**config.mk**
```make
export PLATFORM = sky130hd
export DESIGN_NAME = spi_command_decoder
export DESIGN_NICKNAME = d
export VERILOG_FILES = /design/src/rtl/spi_command_decoder.sv
export SDC_FILE = /design/constraint.sdc
export NUM_CORES = 1
export LEC_CHECK = 0
export CORE_ASPECT_RATIO = 0.7
export CORE_MARGIN = 2
export CORE_UTILIZATION = 57
export DETAILED_ROUTE_END_ITERATION = 16
export PLACE_DENSITY = 0.89
export SLEW_MARGIN = 20
export SYNTH_ARGS = -nofsm -noshare
export SYNTH_HDL_FRONTEND = slang
export SYNTH_SLANG_ARGS = --single-unit
```
**constraint.sdc**
```tcl
create_clock -name sys_clk -period 6.3 [get_ports sys_clk]
set_input_delay 1.26 -clock sys_clk [delete_from_list [all_inputs] [get_ports sys_clk]]
set_output_delay 1.26 -clock sys_clk [all_outputs]
set_load 0.05 [all_outputs]
```
**src/rtl/spi_command_decoder.sv**
```systemverilog
// SPI command decoder: turns bytes from the SPI driver into capture and
// readout control. It also produces the reply byte for the next transfer.
module spi_command_decoder #(
    parameter logic [7:0] ACK_BYTE = 8'hA5,
    parameter logic [7:0] ERR_BYTE = 8'hEE
) (
    input  logic       sys_clk,
    input  logic       reset,
    input  logic [7:0] command_byte,
    input  logic       cmd_valid,
    input  logic       capture_busy,
    output logic [7:0] response_byte,
    output logic       data_transfer,
    output logic       capture_start,
    output logic       readout_done,
    output logic [1:0] state_dbg
);

    localparam logic [7:0] CMD_NOP           = 8'h00;
    localparam logic [7:0] CMD_STATUS        = 8'h01;
    localparam logic [7:0] CMD_START_CAPTURE = 8'h10;
    localparam logic [7:0] CMD_START_READOUT = 8'h20;
    localparam logic [7:0] CMD_STOP_READOUT  = 8'h30;

    typedef enum logic [1:0] {
        IDLE    = 2'd0,
        LEN_HI  = 2'd1,
        LEN_LO  = 2'd2,
        READOUT = 2'd3
    } state_t;

    state_t      state;
    logic [15:0] word_count;
    logic [16:0] byte_remaining;
    logic [16:0] len_bytes;

    // A readout carries two bytes per word. The multiply by 2 is done as a
    // shift. The 17-bit result holds 2 x 16'hFFFF without overflow.
    assign len_bytes = {word_count[15:8], command_byte, 1'b0};
    assign state_dbg = state;

    // Command FSM. All outputs are registered, and state changes only on cmd_valid.
    // NOTE: non-blocking assignments throughout, so every branch reads the pre-edge values.
    always_ff @(posedge sys_clk or negedge reset) begin
        if (!reset) begin
            state          <= IDLE;
            response_byte  <= 8'h00;
            data_transfer  <= 1'b0;
            capture_start  <= 1'b0;
            readout_done   <= 1'b0;
            word_count     <= 16'h0000;
            byte_remaining <= 17'd0;
        end else begin
            capture_start <= 1'b0;
            readout_done  <= 1'b0;
            if (cmd_valid) begin
                case (state)
                    IDLE: begin
                        case (command_byte)
                            CMD_NOP:    response_byte <= 8'h00;
                            CMD_STATUS: response_byte <= {6'b0, data_transfer, capture_busy};
                            CMD_START_CAPTURE: begin
                                if (capture_busy) begin
                                    response_byte <= ERR_BYTE;
                                end else begin
                                    capture_start <= 1'b1;
                                    response_byte <= ACK_BYTE;
                                end
                            end
                            CMD_START_READOUT: begin
                                response_byte <= ACK_BYTE;
                                state         <= LEN_HI;
                            end
                            default:    response_byte <= ERR_BYTE;
                        endcase
                    end
                    LEN_HI: begin
                        word_count[15:8] <= command_byte;
                        response_byte    <= 8'h00;
                        state            <= LEN_LO;
                    end
                    LEN_LO: begin
                        word_count[7:0] <= command_byte;
                        byte_remaining  <= len_bytes;
                        if (len_bytes != 17'd0) begin
                            data_transfer <= 1'b1;
                            response_byte <= ACK_BYTE;
                            state         <= READOUT;
                        end else begin
                            response_byte <= ERR_BYTE;
                            state         <= IDLE;
                        end
                    end
                    READOUT: begin
                        if (command_byte == CMD_STOP_READOUT) begin
                            byte_remaining <= 17'd0;
                            data_transfer  <= 1'b0;
                            readout_done   <= 1'b1;
                            response_byte  <= ACK_BYTE;
                            state          <= IDLE;
                        end else begin
                            // Every other byte, including start commands, is padding.
                            byte_remaining <= byte_remaining - 17'd1;
                            response_byte  <= 8'h00;
                            if (byte_remaining == 17'd1) begin
                                data_transfer <= 1'b0;
                                readout_done  <= 1'b1;
                                state         <= IDLE;
                            end
                        end
                    end
                    default: state <= IDLE;
                endcase
            end
        end
    end

    // The count reaches zero on the same edge that leaves READOUT, so a
    // padding byte never arrives while the count is already zero.
    a_no_wrap: assert property (@(posedge sys_clk) disable iff (!reset)
        (state == READOUT && cmd_valid && command_byte != CMD_STOP_READOUT)
        |-> byte_remaining != 17'd0);

    // The count starts at twice the programmed word count and only goes down.
    a_bounded: assert property (@(posedge sys_clk) disable iff (!reset)
        (state == READOUT) |-> byte_remaining <= {word_count, 1'b0});

endmodule

```
==> results of run 1 <==
through the flow:
stage	hold WS [ns]	setup slack (ns)	cells	cell area (sq um)	total power, W
2_1_floorplan	0.472	3.45	210	1970	0.000726
3_3_place_gp	0.487	2.82	268	2190	0.000838
3_5_place_dp	0.492	2.78	268	2190	0.000850
4_1_cts	0.507	3.08	276	2280	0.00102
5_1_grt	0.551	2.96	276	2280	0.00109
6_report	0.504	3.05	276	2280	0.00102
registers in the layout, indices dropped and copies added, names as in the netlist:
register	flops
data_transfer	1
response_byte	4
capture_start	1
state_dbg	2
readout_done	1
word_count	8
byte_remaining	17
routing by layer:
metal  vias up  global-route usage  wire length [microns]
li1        850                   -                      -
met1       879               0.456                   2340
met2        91               0.365                   2050
met3        10              0.0819                    532
met4         0               0.107                     85
met5         -                   0                      0
power by group:
part	internal [W]	switching [W]
sequential	0.000303	0.000118
clock	0.0000881	0.0000800
combinational	0.000179	0.000256
total	0.000570	0.000454
logic make-up (layout without fill, tap and decap cells):
| group | after synthesis | in the layout | synth area share |
|---|---|---|---|
| compound gates | 58 | 58 | 0.220 |
| fa+ha+maj | 2 | 2 | 0.0127 |
| buf+inv | 23 | 42 | 0.0565 |
| flops | 34 | 34 | 0.432 |
| mux | 7 | 7 | 0.0387 |
| other cells | 1 | 1 | 0.00190 |
| simple gates | 85 | 85 | 0.239 |
cells in the mapped netlist (3+ instances only):
| cell | count |
|---|---|
| nand2_1 | 20 |
| nand4_1 | 6 |
| o21ai_0 | 14 |
| inv_1 | 10 |
| nand3_1 | 8 |
| dfrtp_1 | 34 |
| nor2_1 | 12 |
| buf_4 | 4 |
| or3_1 | 3 |
| nor4_1 | 8 |
| a22oi_1 | 3 |
| o221ai_1 | 4 |
| nor3_1 | 8 |
| a221o_1 | 3 |
| a21oi_1 | 3 |
| a22o_1 | 4 |
| clkbuf_1 | 6 |
| mux2_2 | 5 |
| o211ai_1 | 5 |
critical path: stages:
cell,delay (ns)
clkdlybuf4s50_1,0.64
or4b_2,0.68
o21ba_2,0.35
a21o_1,0.20
a221o_1,0.29
area by class of cell:
| class | instances | area [sq um] | share of cell area |
|---|---|---|---|
| multi-input cells | 153 | 1010 | 0.441 |
| repair buffers | 24 | 238 | 0.104 |
| flip-flops and latches | 34 | 851 | 0.372 |
| well taps | 47 | 58.8 | 0.0257 |
| inverters | 10 | 37.5 | 0.0164 |
| clock inverters | 1 | 5.00 | 0.00219 |
| clock buffers | 7 | 86.3 | 0.0378 |
final timing paths:
path	endpoint	slack, ns	start	cells after the start
worst max-delay path	byte_remaining[13]	3.05	command_byte[4]	5
worst min register to register	response_byte[1]	0.50	response_byte[1]	1
worst min-delay path	response_byte[1]	0.50	response_byte[1]	1
worst max register to register	data_transfer	4.06	byte_remaining[5]	4
max in group asynchronous	word_count[8]	4.63	reset	2
min in group asynchronous	byte_remaining[15]	1.36	reset	2
==> results.cfg, run 1 <==
[run_status]
status = finished, final reports clean

[sta]
fmax_mhz = 308
max_slew_margin = 0.240
drv_slew = 0
min_period_ns = 3.25
finalSetupTns_ns = 0
hold_violations = 0
skew_ns = 0.00382
fin_crit_sh = 0.515
rsz0062_at_grt = no
worst_pin_slew_ns = 1.13
setup-violations-final = 0

[cts]
cts_sinks = 34
clk_pin_slew_worst_paths_ns = 0.07
numCtsBuffers = 5
post_cts_buffers = 0
htree_num_levels = 2
clk_latency_ns = 0.29
ctsHoldBuffers = 0
cts_buffer_depth = 2
ctsResizeCount = 0
cts_root_buf = clkbuf_8
cts_tree = yes

[yosys]
synth_edf_count = 0
avgSynthCellArea_sq_um = 9.38
synth-warning-count = 0
ys.flop_type = dfrtp_1
syn_area_sq_um = 1970
synth_seq_cells = 34
yosys.area.top_type = dfrtp_1
synth_cell_types = 56
ys_seq_area_frac = 0.432
async_flop_share = 1.00
synthCells = 210
syn-num-nets = 224
synth_top_cell_area_share = 0.432
synth_area_leaders = dfrtp_1 43%, nand2_1 3.8%, o21ai_0 3.6%

[detailed_routing]
firstDrtPassIters = 4
drt_iter0_drc = 174
drc_errors = 0
routedWlPerCell_microns = 18.1
vias = 1830
wl_microns = 5000
via_per_inst = 6.63
ant_nets = 0

[worst_setup_path]
crit_fanout = 15
cp-end-kind = flip-flop
critPathArrivalTime_ns = 3.42
startpoint_type = primary input
cp.required_ns = 6.48
path_class = primary input to flip-flop

[layout]
synthToLayoutAreaGrowth_pct = 15.9
layout_commonest_cell = dfrtp_1
diodes = 0
final_core_util = 0.707
mostFrequentLayoutCells = 34 x dfrtp_1, 23 x clkdlybuf4s50_1, 20 x nand2_1
fin_nets = 242
fill_cells = 246
drive_gt1_frac = 0.105

[global_routing]
antenna_found_initial = 0
grt_start_max_net_pins = 35
track_usage = 0.290
grt_pass1_vias = 1595
grt_first_pass_wirelength_microns = 8250
grt_overflow = 0

[placed_design]
dp_hpwl_microns = 3760
globalplace.congestion = 0.920
portBuffers = 23

[power]
leakage_nw = 0.893
ir_drop_mv = 0.250
power_density_nw_per_um2 = 448

[die]
die_x_microns = 74.3
dieArea_sq_um = 3950
core_area_sq_um = 3230
io_pins = 25
row_count = 17
die_y_microns = 53.2
initial_utilization = 0.610

[worst_hold_path]
hold_class = flip-flop to flip-flop

[flow_run]
cap_violations = 0
Note: power is estimated with default switching activity, not from simulation.
==> run 2: changes to the inputs <==
Settings changed: CORE_UTILIZATION 57 to 55, PLACE_DENSITY 0.89 to 0.86.
Clock period 6.3 ns to 3.15 ns, I/O delays scaled along.
==> results.cfg, run 2 (same netlist as run 1, synthesis figures left out) <==
[run_status]
status = finished, final reports clean

[worst_setup_path]
r2r-start = byte_remaining[3]
worst_r2r_endpoint = byte_remaining[9]
endpoint = byte_remaining[13]
crit_fanout = 15
path_class = primary input to flip-flop
reg2reg_depth = 4
critPathLaunch = command_byte[7]
startpoint_type = primary input
crit_slowest_cell = or4b_2
path_cells = clkdlybuf4s50_1, or4b_2, o21ba_2, a21o_1, a221o_1
cp.required_ns = 3.32
critPathMaxStageDelay_ns = 0.76
ff2ff_setup_slack_ns = 0.93
cp-end-kind = flip-flop
critPathArrivalTime_ns = 2.71

[power]
p_sw_frac = 0.443
ir_drop_mv = 0.520
switchingPower_w = 0.000931
power_density_nw_per_um2 = 895
seq_power_share = 0.399
combPwrFrac = 0.441
leakage_nw = 0.933
p_int_w = 0.00117
clkPwrFrac = 0.160

[cts]
clk_pin_slew_worst_paths_ns = 0.07
cts_root_buf = clkbuf_8
cts_tree = yes
cts_buffer_depth = 2
clk_latency_ns = 0.29
numCtsBuffers = 5
htree_num_levels = 2
post_cts_buffers = 0
ctsHoldBuffers = 0
cts_sinks = 34
ctsResizeCount = 0

[sta]
max_slew_margin = 0.540
fmax_mhz = 394
drv_slew = 0
hold_violations = 0
rsz0062_at_grt = no
finalSetupTns_ns = 0
fin_crit_sh = 0.805
skew_ns = 0.00540
setup-violations-final = 0
min_period_ns = 2.54
worst_pin_slew_ns = 0.683

[detailed_routing]
drc_errors = 0
drt_iter0_drc = 293
via_per_inst = 6.67
routedWlPerCell_microns = 18.7
wl_microns = 5370
vias = 1914
firstDrtPassIters = 5
ant_nets = 0

[layout]
top_register = byte_remaining
fin_nets = 250
layout_commonest_cell = dfrtp_1
synthToLayoutAreaGrowth_pct = 19.2
drive_gt1_frac = 0.135
diodes = 0
fill_cells = 280
reg_top3 = byte_remaining: 17 flops, word_count: 8 flops, response_byte: 4 flops
largest_reg_flops = 17
final_area_sq_um = 2350
mostFrequentLayoutCells = 34 x dfrtp_1, 23 x clkdlybuf4s50_1, 20 x nand2_1

[global_routing]
grt_start_max_net_pins = 35
grt_first_pass_wirelength_microns = 8300
track_usage = 0.284
grt_pass1_vias = 1613
grt_overflow = 0
antenna_found_initial = 0

[die]
die_x_microns = 75.5
dieArea_sq_um = 4090
die_y_microns = 54.1
row_count = 18
io_pins = 25
core_area_sq_um = 3470
initial_utilization = 0.568

[flow_run]
cap_violations = 0

[placed_design]
globalplace.congestion = 0.967
dp_hpwl_microns = 3870
portBuffers = 23
placed_area_sq_um = 2260

[worst_hold_path]
hold_class = flip-flop to flip-flop
[run 2: changes by cell type in the layout (fill, tap and decap cells not counted)]
cell / previous run / this run
buf_4: 1 / 9
[run 2: stage by stage]
step / std cells / hold WS [ns] / setup WS (ns) / power [W] / util
global route: 287 / 0.534 / 0.496 / 0.00223 / 0.677
detailed placement: 279 / 0.498 / 0.318 / 0.00174 / 0.651
finish: 287 / 0.516 / 0.613 / 0.00210 / 0.677
CTS: 287 / 0.523 / 0.623 / 0.00208 / 0.677
global placement: 279 / 0.479 / 0.326 / 0.00172 / 0.651
floorplan: 210 / 0.334 / 0.930 / 0.00145 / -
[run 2: critical path: cells and delay by family]
kind | cells | cell delay, ns
compound gates | 3 | 0.83
buf+inv | 1 | 0.48
simple gates | 1 | 0.76
[run 2: layer usage]
layer,routed length (microns),track usage,vias to the layer above,share of wire
met5,0,0,-,0
met3,742,0.120,8,0.14
li1,-,-,860,-
met4,36,0.0673,0,0.0067
met1,2340,0.437,904,0.44
met2,2250,0.358,142,0.42
[run 2: final cells by class]
class,instances,area [sq um],area share
multi-input combinational,153,1010,0.429
timing repair buffer,32,298,0.127
clock inverter,1,5.00,0.00213
clock buffer,7,86.3,0.0368
sequential,34,851,0.362
tap,50,62.6,0.0266
inverter,10,37.5,0.0160
[run 2: worst min-delay path by stage]
stage,start,slack (ns),cells past startpoint,to
floorplan,reset,0.33,0,byte_remaining[0]
global placement,response_byte[1],0.48,1,response_byte[1]
detailed placement,response_byte[0],0.50,2,response_byte[0]
CTS,response_byte[1],0.52,1,response_byte[1]
global route,response_byte[1],0.53,1,response_byte[1]
finish,response_byte[0],0.52,2,response_byte[0]
[run 2: power by group through the flow]
| stage | Clock (W) | Combinational, W | Sequential, W |
|---|---|---|---|
| after floorplan | 0 | 0.000632 | 0.000820 |
| after global placement | 0 | 0.000888 | 0.000831 |
| after detailed placement | 0 | 0.000906 | 0.000834 |
| after CTS | 0.000338 | 0.000913 | 0.000828 |
| after global routing | 0.000363 | 0.00100 | 0.000860 |
| final | 0.000336 | 0.000927 | 0.000840 |
